**config.mk**
```make
export PLATFORM = sky130hd
export DESIGN_NAME = sigmoid_horner_eval_flat
export DESIGN_NICKNAME = d
export VERILOG_FILES = /design/src/rtl/sigmoid_horner_eval_pkg.sv /design/src/rtl/sigmoid_horner_eval_if.sv /design/src/rtl/sigmoid_horner_eval_fxp_mul.sv /design/src/rtl/sigmoid_horner_eval.sv /design/src/flat_wrapper.sv
export SDC_FILE = /design/constraint.sdc
export NUM_CORES = 1
export LEC_CHECK = 0
export BUFFER_PORTS_ARGS = -buffer_cell sky130_fd_sc_hd__clkbuf_2
export CAP_MARGIN = 20
export CELL_PAD_IN_SITES_DETAIL_PLACEMENT = 0
export CELL_PAD_IN_SITES_GLOBAL_PLACEMENT = 1
export CORE_MARGIN = 2
export CORE_UTILIZATION = 38
export DETAILED_ROUTE_END_ITERATION = 6
export PLACE_DENSITY_LB_ADDON = 0.1
export SLEW_MARGIN = 25
export SYNTH_ARGS = -nofsm -noshare
export SYNTH_HDL_FRONTEND = slang
export SYNTH_SLANG_ARGS = --single-unit
```
**constraint.sdc**
```tcl
create_clock -name clk -period 9 [get_ports clk]
set_input_delay 0.45 -clock clk [delete_from_list [all_inputs] [get_ports clk]]
set_output_delay 0.45 -clock clk [all_outputs]
set_load 0.005 [all_outputs]
```
**src/rtl/sigmoid_horner_eval_pkg.sv**
```systemverilog
// rtl/sigmoid_horner_eval_pkg.sv - shared constants and FSM encoding for the sigmoid evaluator
package sigmoid_pkg;

  localparam int FRAC    = 8;
  localparam int ONE     = 1 << FRAC;
  localparam int SAT_INT = 6;
  localparam int SEG_W   = 3;

  typedef enum logic [2:0] {
    IDLE,
    EVAL1,
    EVAL2,
    FINAL,
    DONE
  } state_e;

endpackage

```
**src/rtl/sigmoid_horner_eval_if.sv**
```systemverilog
// rtl/sigmoid_horner_eval_if.sv - activation in, coefficient LUT lookup and sigmoid out bundle
// master is the surrounding fabric (MAC array, LUTs, next layer); slave is the evaluator.
interface sigmoid_horner_eval_if #(
  parameter int W = 16
);
  import sigmoid_pkg::*;

  logic                    in_valid;
  logic                    in_ready;
  logic signed [W-1:0]     x_in;
  logic [SEG_W-1:0]        seg_idx;
  logic signed [W-1:0]     t1;
  logic signed [W-1:0]     t2;
  logic signed [W-1:0]     t3;
  logic                    out_valid;
  logic                    out_ready;
  logic signed [W-1:0]     y_out;

  modport master (
    output in_valid, x_in, t1, t2, t3, out_ready,
    input  in_ready, seg_idx, out_valid, y_out
  );

  modport slave (
    input  in_valid, x_in, t1, t2, t3, out_ready,
    output in_ready, seg_idx, out_valid, y_out
  );

endinterface

```
**src/rtl/sigmoid_horner_eval_fxp_mul.sv**
```systemverilog
// rtl/sigmoid_horner_eval_fxp_mul.sv - signed fixed-point multiply, floor-rescaled and truncated to W
module fxp_mul #(
  parameter int W    = 16,
  parameter int FRAC = 8
) (
  input  logic signed [W-1:0] a_i,
  input  logic signed [W-1:0] b_i,
  output logic signed [W-1:0] p_o
);

  logic signed [2*W-1:0] prod;

  assign prod = a_i * b_i;
  assign p_o  = W'(prod >>> FRAC);

endmodule

```
**src/rtl/sigmoid_horner_eval.sv**
```systemverilog
// rtl/sigmoid_horner_eval.sv - sequential sigmoid via segment LUTs and Horner form on one multiplier
// y = t1 + d*(t2 + d*t3), mirrored for negative inputs as 1 - sigmoid(|x|).
module sigmoid_horner_eval #(
  parameter int W       = 16,
  parameter int FRAC    = sigmoid_pkg::FRAC,
  parameter int SAT_INT = sigmoid_pkg::SAT_INT
) (
  input logic                  clk,
  input logic                  rst_n,
  sigmoid_horner_eval_if.slave bus
);
  import sigmoid_pkg::*;

  localparam logic signed [W-1:0] ONE_W  = W'(1 << FRAC);
  localparam logic [W-1:0]        AX_MAX = {1'b0, {(W-1){1'b1}}};
  localparam logic [W-1:0]        X_MIN  = {1'b1, {(W-1){1'b0}}};

  state_e              state_q, state_d;
  logic                sign_q, sign_d;
  logic                sat_q, sat_d;
  logic                out_valid_q, out_valid_d;
  logic signed [W-1:0] dlt_q, dlt_d;
  logic signed [W-1:0] acc_q, acc_d;
  logic signed [W-1:0] acc2_q, acc2_d;
  logic signed [W-1:0] y_q, y_d;
  logic [SEG_W-1:0]    seg_q, seg_d;

  logic [W-1:0]        ax, ip, base;
  logic                in_sat;
  logic signed [W-1:0] mul_b, mul_p, clip_p;

  // Segments 4 and 5 share the expansion point 4.0, so base clamps at 4.
  always_comb begin
    if (!bus.x_in[W-1])        ax = bus.x_in;
    else if (bus.x_in == X_MIN) ax = AX_MAX;
    else                        ax = -bus.x_in;
    ip     = ax >> FRAC;
    in_sat = (ip >= W'(SAT_INT));
    base   = ((ip > W'(4)) ? W'(4) : ip) << FRAC;
  end

  assign mul_b = (state_q == EVAL2) ? acc_q : bus.t3;

  fxp_mul #(.W(W), .FRAC(FRAC)) u_mul (
    .a_i (dlt_q),
    .b_i (mul_b),
    .p_o (mul_p)
  );

  always_comb begin
    if (sat_q || (acc2_q > ONE_W)) clip_p = ONE_W;
    else if (acc2_q[W-1])          clip_p = '0;
    else                           clip_p = acc2_q;
  end

  always_comb begin
    state_d     = state_q;
    sign_d      = sign_q;
    sat_d       = sat_q;
    dlt_d       = dlt_q;
    seg_d       = seg_q;
    acc_d       = acc_q;
    acc2_d      = acc2_q;
    y_d         = y_q;
    out_valid_d = out_valid_q;
    unique case (state_q)
      IDLE: begin
        if (bus.in_valid) begin
          sign_d  = bus.x_in[W-1];
          sat_d   = in_sat;
          dlt_d   = ax - base;
          seg_d   = in_sat ? '0 : ip[SEG_W-1:0];
          state_d = EVAL1;
        end
      end
      EVAL1: begin
        acc_d   = bus.t2 + mul_p;
        state_d = EVAL2;
      end
      EVAL2: begin
        acc2_d  = bus.t1 + mul_p;
        state_d = FINAL;
      end
      FINAL: begin
        y_d         = sign_q ? (ONE_W - clip_p) : clip_p;
        out_valid_d = 1'b1;
        state_d     = DONE;
      end
      DONE: begin
        if (bus.out_ready) begin
          out_valid_d = 1'b0;
          state_d     = IDLE;
        end
      end
      default: state_d = IDLE;
    endcase
  end

  always_ff @(posedge clk or negedge rst_n) begin
    if (!rst_n) begin
      state_q     <= IDLE;
      sign_q      <= 1'b0;
      sat_q       <= 1'b0;
      dlt_q       <= '0;
      seg_q       <= '0;
      acc_q       <= '0;
      acc2_q      <= '0;
      y_q         <= '0;
      out_valid_q <= 1'b0;
    end else begin
      state_q     <= state_d;
      sign_q      <= sign_d;
      sat_q       <= sat_d;
      dlt_q       <= dlt_d;
      seg_q       <= seg_d;
      acc_q       <= acc_d;
      acc2_q      <= acc2_d;
      y_q         <= y_d;
      out_valid_q <= out_valid_d;
    end
  end

  assign bus.in_ready  = (state_q == IDLE);
  assign bus.out_valid = out_valid_q;
  assign bus.y_out     = y_q;
  assign bus.seg_idx   = seg_q;

endmodule

```
**src/flat_wrapper.sv**
```systemverilog
// flat-port wrapper written by rule: the top's interface ports become plain ports
module sigmoid_horner_eval_flat import sigmoid_pkg::*;
#(
  parameter int W       = 16,
  parameter int FRAC    = sigmoid_pkg::FRAC,
  parameter int SAT_INT = sigmoid_pkg::SAT_INT
)
  (clk, rst_n, bus_in_valid, bus_x_in, bus_t1, bus_t2, bus_t3, bus_out_ready, bus_in_ready, bus_seg_idx, bus_out_valid, bus_y_out);
  sigmoid_horner_eval_if #(.W(W)) bus_i ();
  input logic clk;
  input logic rst_n;
  input wire logic [$bits(bus_i.in_valid)-1:0] bus_in_valid;
  input wire logic [$bits(bus_i.x_in)-1:0] bus_x_in;
  input wire logic [$bits(bus_i.t1)-1:0] bus_t1;
  input wire logic [$bits(bus_i.t2)-1:0] bus_t2;
  input wire logic [$bits(bus_i.t3)-1:0] bus_t3;
  input wire logic [$bits(bus_i.out_ready)-1:0] bus_out_ready;
  output wire logic [$bits(bus_i.in_ready)-1:0] bus_in_ready;
  output wire logic [$bits(bus_i.seg_idx)-1:0] bus_seg_idx;
  output wire logic [$bits(bus_i.out_valid)-1:0] bus_out_valid;
  output wire logic [$bits(bus_i.y_out)-1:0] bus_y_out;
  assign bus_i.in_valid = bus_in_valid;
  assign bus_i.x_in = bus_x_in;
  assign bus_i.t1 = bus_t1;
  assign bus_i.t2 = bus_t2;
  assign bus_i.t3 = bus_t3;
  assign bus_i.out_ready = bus_out_ready;
  assign bus_in_ready = bus_i.in_ready;
  assign bus_seg_idx = bus_i.seg_idx;
  assign bus_out_valid = bus_i.out_valid;
  assign bus_y_out = bus_i.y_out;
  sigmoid_horner_eval #(.W(W), .FRAC(FRAC), .SAT_INT(SAT_INT)) u_core (.clk(clk), .rst_n(rst_n), .bus(bus_i));
endmodule
```
==> impl_metrics.tcl <==
set metrics [dict create \
    fin_crit_sh 0.942 \
    slowest_stage "fa_1" \
    async_flop_share 1.00 \
    yosysTopAreaCell "fa_1" \
    via_count 9355 \
    slew_headroom 0.396 \
    tightest_slew_ns 0.904 \
    synthToLayoutAreaGrowth_pct 10.3 \
    yosys_warnings 0 \
    syn_avg_cell_area_um2 8.79 \
    synth_top_area_frac 0.303 \
    htree_num_levels 3 \
    rsz0062_at_grt "no" \
    synth.cell_area_mm2 0.0124 \
    drt_iter0_drc 419 \
    path_clk_slew_ns 0.07 \
    num_rows 66 \
    first_pass_iters 4 \
    grt_pass1_vias 9831 \
    dp.final_hpwl_um 27400 \
    tritoncts "built" \
    final_cells 1929 \
    ys_seq_area_frac 0.147 \
    grt_busiest_layer "met2" \
    cp_common_cell "fa_1" \
    synthTopCellsByArea "fa_1 30%, dfrtp_1 15%, ha_1 11%" \
    use_met1 0.304 \
    clkLatencyLatePin_ns 0.35 \
    min-delay-path-class "in2async" \
    grt_max_degree 74 \
    setup_viol 0 \
    syn_nets 1774 \
    fmax_mhz 118 \
    ant_nets 0 \
    cp-end-kind "flip-flop" \
    synthCells 1413 \
    dpl.cell_count 1912 \
    hold_buffers 0 \
    synthFlopType "dfrtp_1" \
    wl_um 33700 \
    dieArea_mm2 0.0342 \
    slowest_delay_ns 0.57 \
    critPathArrivalTime_ns 8.71 \
    synth-edff-count 0 \
    fin_skew_ns 0.0136 \
    fin_crit_ns 8.48 \
    nFillCells 3379 \
    antenna_cells 0 \
    holdWs_ns 0.124 \
    die_h_um 185 \
    post_drt_wl_per_cell_um 17.5 \
    crit_fanout 22 \
    cts.sinks 73 \
    hold_violations 0 \
    io_buffers 88 \
    drv_slew 0 \
    layout-drive-gt1-share 0.109 \
    place_ws_ns 0.386 \
    drc 0 \
    start_kind "flip-flop" \
    vias_per_cell 4.85 \
    grt_use_total 0.211 \
    clk_path_buf_depth 2 \
    grt_pass1_wl_um 55000 \
    antenna_found_initial 0 \
    use_met3 0.0181 \
    root_buffer "clkbuf_16" \
    grt_util_met2 0.354 \
    fin_ws_ns 0.518 \
    fin_tns_setup_ns 0 \
    place_congestion 0.839 \
    nets 1843 \
    ys_ff_latch 73 \
    die_width_um 185 \
    synth.distinct_cells 61 \
    initial_utilization 0.384 \
    worstSetupPathType "reg2reg" \
    cp.required_ns 9.23 \
    io_pins 89 \
    numCtsBuffers 9 \
    overflow 0 \
    outcome "finished, final reports clean" \
    core_area_mm2 0.0324 \
    drv_cap 0 \
]
## flip-flops by register name (all words and copies together) (netlist names)
register and count:
u_core.sign_q 1, u_core.bus.seg_idx 3, u_core.dlt_q 16, u_core.sat_q 1
u_core.state_q 3, u_core.bus.out_valid 1, u_core.bus.y_out 16, u_core.acc_q 16
u_core.acc2_q 16
## layout by cell type (no fill, tap or decap), types with 7 or more instances in the layout
cell and count:
xnor2_1 45, mux2i_1 7, clkbuf_16 9, o21ai_0 68, clkbuf_2 87, a31oi_1 8, o31ai_1 11, nand2b_1 15
and2_1 57, a211oi_1 7, or2_2 8, nor2_1 53, o21bai_1 9, xor2_1 24, nor3_1 18, nor2b_1 58
nand2_1 199, fa_1 188, a21oi_1 37, mux2_2 12, nand3_1 10, buf_4 23, inv_1 251, dfrtp_1 72
ha_1 105, a21o_1 11, o21a_1 13
## timing repair
item,in CTS,in global routing
hold endpoints to repair,0,0
gates resized for setup,0,4
setup buffers,0,1
setup endpoints to repair,0,1
## path summary, 6_finish.rpt
| path | from | to | slack, ns | depth (start not counted) |
|---|---|---|---|---|
| setup / recovery | u_core.state_q[2] | u_core.acc_q[15] | 0.52 | 33 |
| hold / removal | rst_n | u_core.bus.y_out[6] | 0.12 | 1 |
| setup reg to reg | u_core.state_q[2] | u_core.acc_q[15] | 0.52 | 33 |
| hold reg to reg | u_core.acc_q[7] | u_core.acc_q[7] | 0.48 | 2 |
| max in group asynchronous | rst_n | u_core.state_q[1] | 8.34 | 1 |
| min in group clk | bus_out_ready | u_core.state_q[2] | 0.38 | 3 |
## per-stage QoR
step                      area (um^2)   util
after floorplan                 12400      -
after global placement          13400  0.414
after detailed placement        13400  0.414
after CTS                       13700  0.423
after global routing            13700  0.423
final                           13700  0.423
## synthesized netlist by cell type (7+ instances only)
cell and number:
a211oi_1 7, a21o_1 11, a21oi_1 37, a31oi_1 8
and2_1 57, clkbuf_1 52, dfrtp_1 73, fa_1 188
ha_1 105, inv_1 251, mux2_2 12, mux2i_1 7
nand2_1 200, nand2b_1 15, nand3_1 10, nor2_1 53
nor2b_1 58, nor3_1 18, o21a_1 13, o21ai_0 68
o21bai_1 9, o31ai_1 11, or2_2 8, xnor2_1 45
xor2_1 24
## area by class of cell
type / instances / area, um^2 / share of cell area
inverter: 251 / 942 / 0.0688
multi-input combinational: 1033 / 9430 / 0.688
tap: 442 / 553 / 0.0404
clock buffer: 9 / 225 / 0.0164
sequential: 73 / 1830 / 0.133
clock inverter: 7 / 66.3 / 0.00484
timing repair buffer: 114 / 662 / 0.0483
## critical path, delay by kind of cell (launching register included)
family	cells	cell delay, ns
buf+inv	6	0.71
fa+ha+maj	8	3.75
simple gates	3	0.44
mux	2	0.46
flops	1	0.46
compound gates	13	2.29
xor+xnor	1	0.22
## cell families (layout without fill, tap and decap cells)
group | Yosys count | in the layout | synth area share
xor gates and xnor gates | 74 | 74 | 0.0568
buffers and inverters | 307 | 381 | 0.0944
other | 1 | 1 | 0.000302
adders and majority gates | 293 | 293 | 0.409
muxes | 22 | 22 | 0.0201
AOI/OAI and AO/OA | 188 | 188 | 0.0939
and+or+nand+nor | 455 | 455 | 0.179
DFF | 73 | 73 | 0.147
## metal layers
metal / up-vias / wire length (um)
li1: 4555 / -
met1: 4632 / 16300
met2: 144 / 16000
met3: 24 / 979
met4: 0 / 371
met5: - / 0
Power is not shown: default switching activity piles up to over one toggle a cycle in this logic, so the estimate is an artifact.
